**src/rtl/decode_modrm_fetch_pkg.sv**
```systemverilog
// Shared definitions for the ModR/M / SIB / displacement collector.
package decode_modrm_fetch_pkg;

   // Parse FSM states
   typedef enum logic [2:0] {
      ST_IDLE,
      ST_MODRM,
      ST_SIB,
      ST_DISP,
      ST_DONE
   } state_t;

   // Displacement length classes (0, 8 or 32 bits)
   typedef enum logic [1:0] {
      DISP_LEN_0,
      DISP_LEN_8,
      DISP_LEN_32
   } disp_len_t;

   // mod field encodings
   localparam logic [1:0] MOD_NODISP = 2'b00;
   localparam logic [1:0] MOD_DISP8  = 2'b01;
   localparam logic [1:0] MOD_DISP32 = 2'b10;
   localparam logic [1:0] MOD_REG    = 2'b11;

   // Register indices with special addressing meaning
   localparam logic [2:0] REG_ESP = 3'b100;
   localparam logic [2:0] REG_EBP = 3'b101;

   // Number of displacement bytes for a length class
   function automatic logic [2:0] disp_bytes(input disp_len_t len);
      logic [2:0] n;
      case (len)
         DISP_LEN_8:  n = 3'd1;
         DISP_LEN_32: n = 3'd4;
         default:     n = 3'd0;
      endcase
      return n;
   endfunction

endpackage

```
**src/rtl/decode_modrm_fetch_sib.sv**
```systemverilog
// SIB byte field decoder: scale/index/base, displacement class and the
// undefined-EA flag for an index of ESP combined with a nonzero scale.
module decode_sib
   import decode_modrm_fetch_pkg::*;
(
   input  logic [7:0] sib,
   input  logic [1:0] mod,
   output logic [1:0] scale,
   output logic [2:0] index,
   output logic       index_used,
   output logic [2:0] base,
   output logic       base_used,
   output logic [1:0] disp_len,
   output logic       ea_undefined
);

   // Field split plus displacement class selection
   always_comb begin
      scale        = sib[7:6];
      index        = sib[5:3];
      base         = sib[2:0];
      index_used   = (sib[5:3] != REG_ESP);
      ea_undefined = (sib[5:3] == REG_ESP) && (sib[7:6] != 2'b00);
      base_used    = 1'b1;
      disp_len     = DISP_LEN_0;
      if (mod == MOD_DISP8) begin
         disp_len = DISP_LEN_8;
      end else if (mod == MOD_DISP32) begin
         disp_len = DISP_LEN_32;
      end else if ((mod == MOD_NODISP) && (sib[2:0] == REG_EBP)) begin
         // no base register, absolute disp32 instead
         disp_len  = DISP_LEN_32;
         base_used = 1'b0;
      end
   end

endmodule

```
**src/rtl/decode_modrm_fetch.sv**
```systemverilog
// Byte-serial ModR/M + SIB + displacement collector producing one
// registered 32-bit address descriptor per instruction.
module decode_modrm_fetch
   import decode_modrm_fetch_pkg::*;
(
   input  logic        clock,
   input  logic        reset,
   input  logic        flush,
   input  logic        start,
   input  logic        byte_valid,
   input  logic [7:0]  byte_data,
   output logic        byte_ready,
   output logic        busy,
   output logic        out_valid,
   input  logic        out_ready,
   output logic [1:0]  out_mod,
   output logic [2:0]  out_reg,
   output logic [2:0]  out_rm,
   output logic        out_is_register,
   output logic        out_sib_present,
   output logic [1:0]  out_scale,
   output logic        out_index_used,
   output logic [2:0]  out_index,
   output logic        out_base_used,
   output logic [2:0]  out_base,
   output logic [31:0] out_disp,
   output logic        out_default_ss,
   output logic        out_ea_undefined,
   output logic [2:0]  out_length
);

   state_t      state_q, state_d;
   logic [7:0]  modrm_q, modrm_d;
   logic [7:0]  sib_q, sib_d;
   logic        sib_present_q, sib_present_d;
   logic [31:0] disp_q, disp_d;
   logic [2:0]  disp_rem_q, disp_rem_d;   // displacement bytes still to fetch
   logic [2:0]  disp_cnt_q, disp_cnt_d;   // total displacement bytes
   logic [1:0]  disp_idx_q, disp_idx_d;   // byte lane of next displacement byte

   logic        accept;
   logic [7:0]  sib_in;
   logic [1:0]  sib_scale, sib_len;
   logic [2:0]  sib_index, sib_base, sib_nbytes;
   logic        sib_index_used, sib_base_used, sib_undef;

   // The decoder sees the incoming byte while in SIB so the displacement
   // count is known on accept; afterwards it sees the latched byte.
   assign sib_in = (state_q == ST_SIB) ? byte_data : sib_q;

   decode_sib u_sib (
      .sib          (sib_in),
      .mod          (modrm_q[7:6]),
      .scale        (sib_scale),
      .index        (sib_index),
      .index_used   (sib_index_used),
      .base         (sib_base),
      .base_used    (sib_base_used),
      .disp_len     (sib_len),
      .ea_undefined (sib_undef)
   );

   assign sib_nbytes = disp_bytes(disp_len_t'(sib_len));
   assign byte_ready = ~flush & ((state_q == ST_MODRM) || (state_q == ST_SIB) ||
                                 (state_q == ST_DISP));
   assign accept     = byte_valid & byte_ready;
   assign busy       = (state_q != ST_IDLE);

   // Next-state and parse-register update; flush overrides everything
   always_comb begin
      state_d       = state_q;
      modrm_d       = modrm_q;
      sib_d         = sib_q;
      sib_present_d = sib_present_q;
      disp_d        = disp_q;
      disp_rem_d    = disp_rem_q;
      disp_cnt_d    = disp_cnt_q;
      disp_idx_d    = disp_idx_q;
      case (state_q)
         ST_IDLE: begin
            if (start) begin
               state_d       = ST_MODRM;
               modrm_d       = 8'h00;
               sib_d         = 8'h00;
               sib_present_d = 1'b0;
               disp_d        = 32'h0;
               disp_rem_d    = 3'd0;
               disp_cnt_d    = 3'd0;
               disp_idx_d    = 2'd0;
            end
         end
         ST_MODRM: begin
            if (accept) begin
               modrm_d = byte_data;
               if (byte_data[7:6] == MOD_REG) begin
                  state_d = ST_DONE;
               end else if (byte_data[2:0] == REG_ESP) begin
                  state_d = ST_SIB;
               end else if ((byte_data[7:6] == MOD_NODISP) && (byte_data[2:0] == REG_EBP)) begin
                  state_d    = ST_DISP;
                  disp_rem_d = 3'd4;
                  disp_cnt_d = 3'd4;
               end else if (byte_data[7:6] == MOD_DISP8) begin
                  state_d    = ST_DISP;
                  disp_rem_d = 3'd1;
                  disp_cnt_d = 3'd1;
               end else if (byte_data[7:6] == MOD_DISP32) begin
                  state_d    = ST_DISP;
                  disp_rem_d = 3'd4;
                  disp_cnt_d = 3'd4;
               end else begin
                  state_d = ST_DONE;
               end
            end
         end
         ST_SIB: begin
            if (accept) begin
               sib_d         = byte_data;
               sib_present_d = 1'b1;
               disp_rem_d    = sib_nbytes;
               disp_cnt_d    = sib_nbytes;
               state_d       = (sib_nbytes == 3'd0) ? ST_DONE : ST_DISP;
            end
         end
         ST_DISP: begin
            if (accept) begin
               if (disp_cnt_q == 3'd1) begin
                  disp_d = {{24{byte_data[7]}}, byte_data};
               end else begin
                  disp_d[{disp_idx_q, 3'b000} +: 8] = byte_data;
               end
               disp_idx_d = disp_idx_q + 2'd1;
               disp_rem_d = disp_rem_q - 3'd1;
               if (disp_rem_q == 3'd1) begin
                  state_d = ST_DONE;
               end
            end
         end
         ST_DONE: begin
            if (out_ready) begin
               state_d = ST_IDLE;
            end
         end
         default: state_d = ST_IDLE;
      endcase
      if (flush) begin
         state_d       = ST_IDLE;
         sib_present_d = 1'b0;
         disp_d        = 32'h0;
         disp_rem_d    = 3'd0;
         disp_cnt_d    = 3'd0;
         disp_idx_d    = 2'd0;
      end
   end

   // State and parse registers
   always_ff @(posedge clock) begin
      if (reset) begin
         state_q       <= ST_IDLE;
         modrm_q       <= 8'h00;
         sib_q         <= 8'h00;
         sib_present_q <= 1'b0;
         disp_q        <= 32'h0;
         disp_rem_q    <= 3'd0;
         disp_cnt_q    <= 3'd0;
         disp_idx_q    <= 2'd0;
      end else begin
         state_q       <= state_d;
         modrm_q       <= modrm_d;
         sib_q         <= sib_d;
         sib_present_q <= sib_present_d;
         disp_q        <= disp_d;
         disp_rem_q    <= disp_rem_d;
         disp_cnt_q    <= disp_cnt_d;
         disp_idx_q    <= disp_idx_d;
      end
   end

   // Descriptor fields, driven only from registers and held at zero
   // whenever no descriptor is being presented
   always_comb begin
      out_valid        = (state_q == ST_DONE);
      out_mod          = 2'b00;
      out_reg          = 3'b000;
      out_rm           = 3'b000;
      out_is_register  = 1'b0;
      out_sib_present  = 1'b0;
      out_scale        = 2'b00;
      out_index_used   = 1'b0;
      out_index        = 3'b000;
      out_base_used    = 1'b0;
      out_base         = 3'b000;
      out_disp         = 32'h0;
      out_default_ss   = 1'b0;
      out_ea_undefined = 1'b0;
      out_length       = 3'd0;
      if (state_q == ST_DONE) begin
         out_mod         = modrm_q[7:6];
         out_reg         = modrm_q[5:3];
         out_rm          = modrm_q[2:0];
         out_is_register = (modrm_q[7:6] == MOD_REG);
         out_sib_present = sib_present_q;
         out_disp        = disp_q;
         out_length      = 3'd1 + {2'b00, sib_present_q} + disp_cnt_q;
         if (sib_present_q) begin
            out_scale        = sib_scale;
            out_index_used   = sib_index_used;
            out_index        = sib_index;
            out_base_used    = sib_base_used;
            out_base         = sib_base;
            out_ea_undefined = sib_undef;
         end else begin
            out_base      = modrm_q[2:0];
            out_base_used = ~((modrm_q[7:6] == MOD_NODISP) && (modrm_q[2:0] == REG_EBP));
         end
         out_default_ss = out_base_used && ((out_base == REG_ESP) || (out_base == REG_EBP));
      end
   end

endmodule

```
**config.mk**
```make
export PLATFORM = sky130hd
export DESIGN_NAME = decode_modrm_fetch
export DESIGN_NICKNAME = d
export VERILOG_FILES = /design/src/rtl/decode_modrm_fetch_pkg.sv /design/src/rtl/decode_modrm_fetch_sib.sv /design/src/rtl/decode_modrm_fetch.sv
export SDC_FILE = /design/constraint.sdc
export NUM_CORES = 1
export LEC_CHECK = 0
export BUFFER_PORTS_ARGS = -buffer_cell sky130_fd_sc_hd__buf_4
export CORE_MARGIN = 2
export CORE_UTILIZATION = 47
export CTS_CLUSTER_DIAMETER = 80
export DETAILED_ROUTE_END_ITERATION = 8
export GPL_TIMING_DRIVEN = 0
export HOLD_SLACK_MARGIN = 0.08
export PLACE_DENSITY = 0.78
export SLEW_MARGIN = 10
export SYNTH_ARGS = -nofsm -noshare
export SYNTH_HDL_FRONTEND = slang
export SYNTH_HIERARCHICAL = 1
export SYNTH_SLANG_ARGS = --single-unit
```
**constraint.sdc**
```tcl
create_clock -name clock -period 2.9 [get_ports clock]
set_input_delay 0.58 -clock clock [delete_from_list [all_inputs] [get_ports clock]]
set_output_delay 0.58 -clock clock [all_outputs]
set_load 0.01 [all_outputs]
```
==> impl_metrics.py <==
metrics = {
    "yosys": {
        "synth_nets": 475,
        "ys_seq_area_frac": 0.337,
        "avgSynthCellArea_um2": 7.83,
        "synth-async-reset-ratio": 0,
        "synth_edf_count": 0,
        "yosysTopAreaCell": "dfxtp_1",
        "syn_inst": 448,
        "synth_flop_cell": "dfxtp_1",
        "yosysWarnings": 6,
        "synth_area_leaders": "dfxtp_1 34%, and3_1 8.6%, nand3_1 5.8%",
        "synth_cell_type_count": 47,
        "syn_area_um2": 3510,
        "synth_seq_cells": 59,
        "yosysTopAreaCellShare": 0.337,
    },
    "routing": {
        "drtAntennaViolNets": 0,
        "drc": 0,
        "drtPass1Iterations": 6,
        "drt_iter0_drc": 258,
        "vias": 3655,
        "wl_um": 10100,
        "wire_per_inst_um": 16.0,
        "viasPerCell": 5.76,
    },
    "timing": {
        "fmax_mhz": 337,
        "worst_slew_pin_slew_ps": 934,
        "setup_tns_ps": -119,
        "worst_slack_ps": -65.7,
        "finClkSkew_ps": 8.37,
        "fin_worst_hold_slack_ps": 438,
        "final-hold-violation-count": 0,
        "fin_crit_sh": 1.02,
        "layout_min_cycle_time_ps": 2970,
        "finalMaxSlewViolations": 0,
        "rsz0062_at_grt": "true",
        "setup_violations": 2,
        "relSlewSlack": 0.372,
    },
    "job": {
        "maxCapViolations": 0,
    },
    "setup_path": {
        "end_kind": "primary output",
        "crit_type": "reg2out",
        "rrSetupSlack_ps": 410,
        "start_kind": "register",
        "crit_start": "state_q[1]$_SDFFE_PP0P_",
        "rr_worst_depth": 13,
        "critPathMaxFanout": 8,
        "critical_path.reg2reg.startpoint": "state_q[1]$_SDFFE_PP0P_",
        "endpoint": "out_default_ss",
        "critical_path_required_ps": 2320,
        "worstPathArrival_ps": 2390,
        "reg2reg_to": "disp_rem_q[0]$_SDFFE_PP0P_",
    },
    "outcome": {
        "violations": "negative setup slack",
        "status": "finished with violations",
    },
    "clock_tree": {
        "htreeDepth": 3,
        "clock-root-buffer": "clkbuf_8",
        "cts_hold_buffers": 0,
        "cts.clk_slew.worst_paths_ps": 60,
        "clkSinkCount": 59,
        "clock_path_buffers": 2,
        "clk_latency_ps": 350,
        "cts_buffers": 9,
        "cts_tree": "built",
    },
    "layout": {
        "multi_input_area_um2": 2090,
        "layout-drive-gt1-share": 0.233,
        "num_antenna_cells": 0,
        "mostFrequentLayoutCells": "79 x buf_4, 57 x dfxtp_1, 48 x and3_1",
        "final-seq-area_um2": 1180,
        "nFillCells": 664,
        "final_common_cell": "buf_4",
        "syn_to_final_growth_pct": 26.1,
        "nNetsFinal": 558,
    },
    "die": {
        "ios": 74,
        "fp.dieArea_um2": 8170,
        "die_h_um": 90.4,
        "rows": 31,
        "die_w_um": 90.4,
        "core_um2": 7250,
        "start_util": 0.484,
    },
    "min_path": {
        "hold_path.class": "in2reg",
    },
    "global_routing": {
        "grt_max_degree": 11,
        "grt_pass1_vias": 3368,
        "grt_first_pass_wirelength_um": 16300,
        "track_usage": 0.245,
        "gr-total-overflow": 0,
        "antenna_found_initial": 0,
    },
    "power_and_ir_drop": {
        "power.leakage_nw": 1.88,
        "cellPowerDensity_nw_per_um2": 395,
        "ir_worst_vdd_v": 0.000280,
    },
    "placed_design": {
        "port_buffers": 69,
        "place_congestion": 0.880,
        "place_hpwl_um": 7150,
    },
}
==> through the flow <==
stage               instance area, µm²   util  cells  total power [mW]  setup WS [ps]
floorplan                         3510      -    448             0.945            293
CTS                               4390  0.606    634              1.75           1.84
finish                            4430  0.610    635              1.75          -65.7
global placement                  4150  0.572    616              1.01           -167
detailed placement                4150  0.572    616              1.01           -162
global route                      4430  0.610    635              1.80           -110
==> flip-flops by register name, indices dropped and copies added (netlist names) <==
signal,cells
sib_present_q,1
disp_idx_q,2
disp_cnt_q,2
modrm_q,8
disp_rem_q,3
disp_q,32
state_q,3
sib_q,8
==> per-layer routing <==
metal | track usage | routed length, µm | up-vias
met5 | 0 | 0 | -
met4 | 0.103 | 266 | 0
met3 | 0.0467 | 838 | 30
met2 | 0.406 | 4690 | 195
met1 | 0.312 | 4350 | 1661
li1 | - | - | 1769
==> cells in the mapped netlist (13+ instances only) <==
library cell	instances
a21oi_1	40
and3_1	48
clkbuf_1	34
dfxtp_1	59
ha_1	13
inv_1	14
nand2_1	27
nand3_1	41
nor2_1	28
o21ai_0	14
o31ai_1	25
==> where the power goes <==
group	total (mW)	switching (mW)	internal (mW)
logic	0.180	0.127	0.0521
clock network	0.747	0.332	0.416
registers	0.821	0.00649	0.814
==> worst max-delay path, stage by stage, from the launching register on <==
cell and delay [ps]:
dfxtp_2 320, buf_6 110, nor3b_4 290, mux2_4 340, nand3b_1 180, or3_1 400, o21ai_2 180, nor4bb_1 80
buf_4 150
==> area by class of cell <==
class                           count  share of cell area
Clock buffer                       11              0.0319
Timing Repair Buffer               73               0.126
Clock inverter                      5              0.0119
Multi-Input combinational cell    326               0.473
Sequential cell                    59               0.267
Buffer                             48              0.0503
Inverter                           14              0.0119
Tap cell                           99              0.0280
==> how the worst min path moves through the flow <==
stage / start / to / depth (start not counted)
finish: out_ready / state_q[2]$_SDFFE_PP0P_ / 2
CTS: out_ready / state_q[2]$_SDFFE_PP0P_ / 2
global route: out_ready / state_q[2]$_SDFFE_PP0P_ / 2
detailed placement: disp_q[7]$_SDFFE_PP0P_ / disp_q[7]$_SDFFE_PP0P_ / 2
floorplan: disp_q[23]$_SDFFE_PP0P_ / disp_q[23]$_SDFFE_PP0P_ / 2
global placement: modrm_q[4]$_SDFFE_PP0P_ / modrm_q[4]$_SDFFE_PP0P_ / 2
==> cell families (layout without fill, tap and decap cells) <==
group                      after synthesis  count (layout)  synth area share
adders and majority gates               13              13            0.0464
DFF                                     59              59             0.337
buffers and inverters                   63             151            0.0774
and+or+nand+nor                        191             191             0.299
muxes                                   14              14            0.0428
AOI/OAI and AO/OA                      108             108             0.198
==> repair_timing <==
item,CTS,global route
setup buffers,2,2
pin swaps,1,6
gates resized for setup,11,8
setup endpoints to repair,32,6
Power figures use the tool's default switching activity.
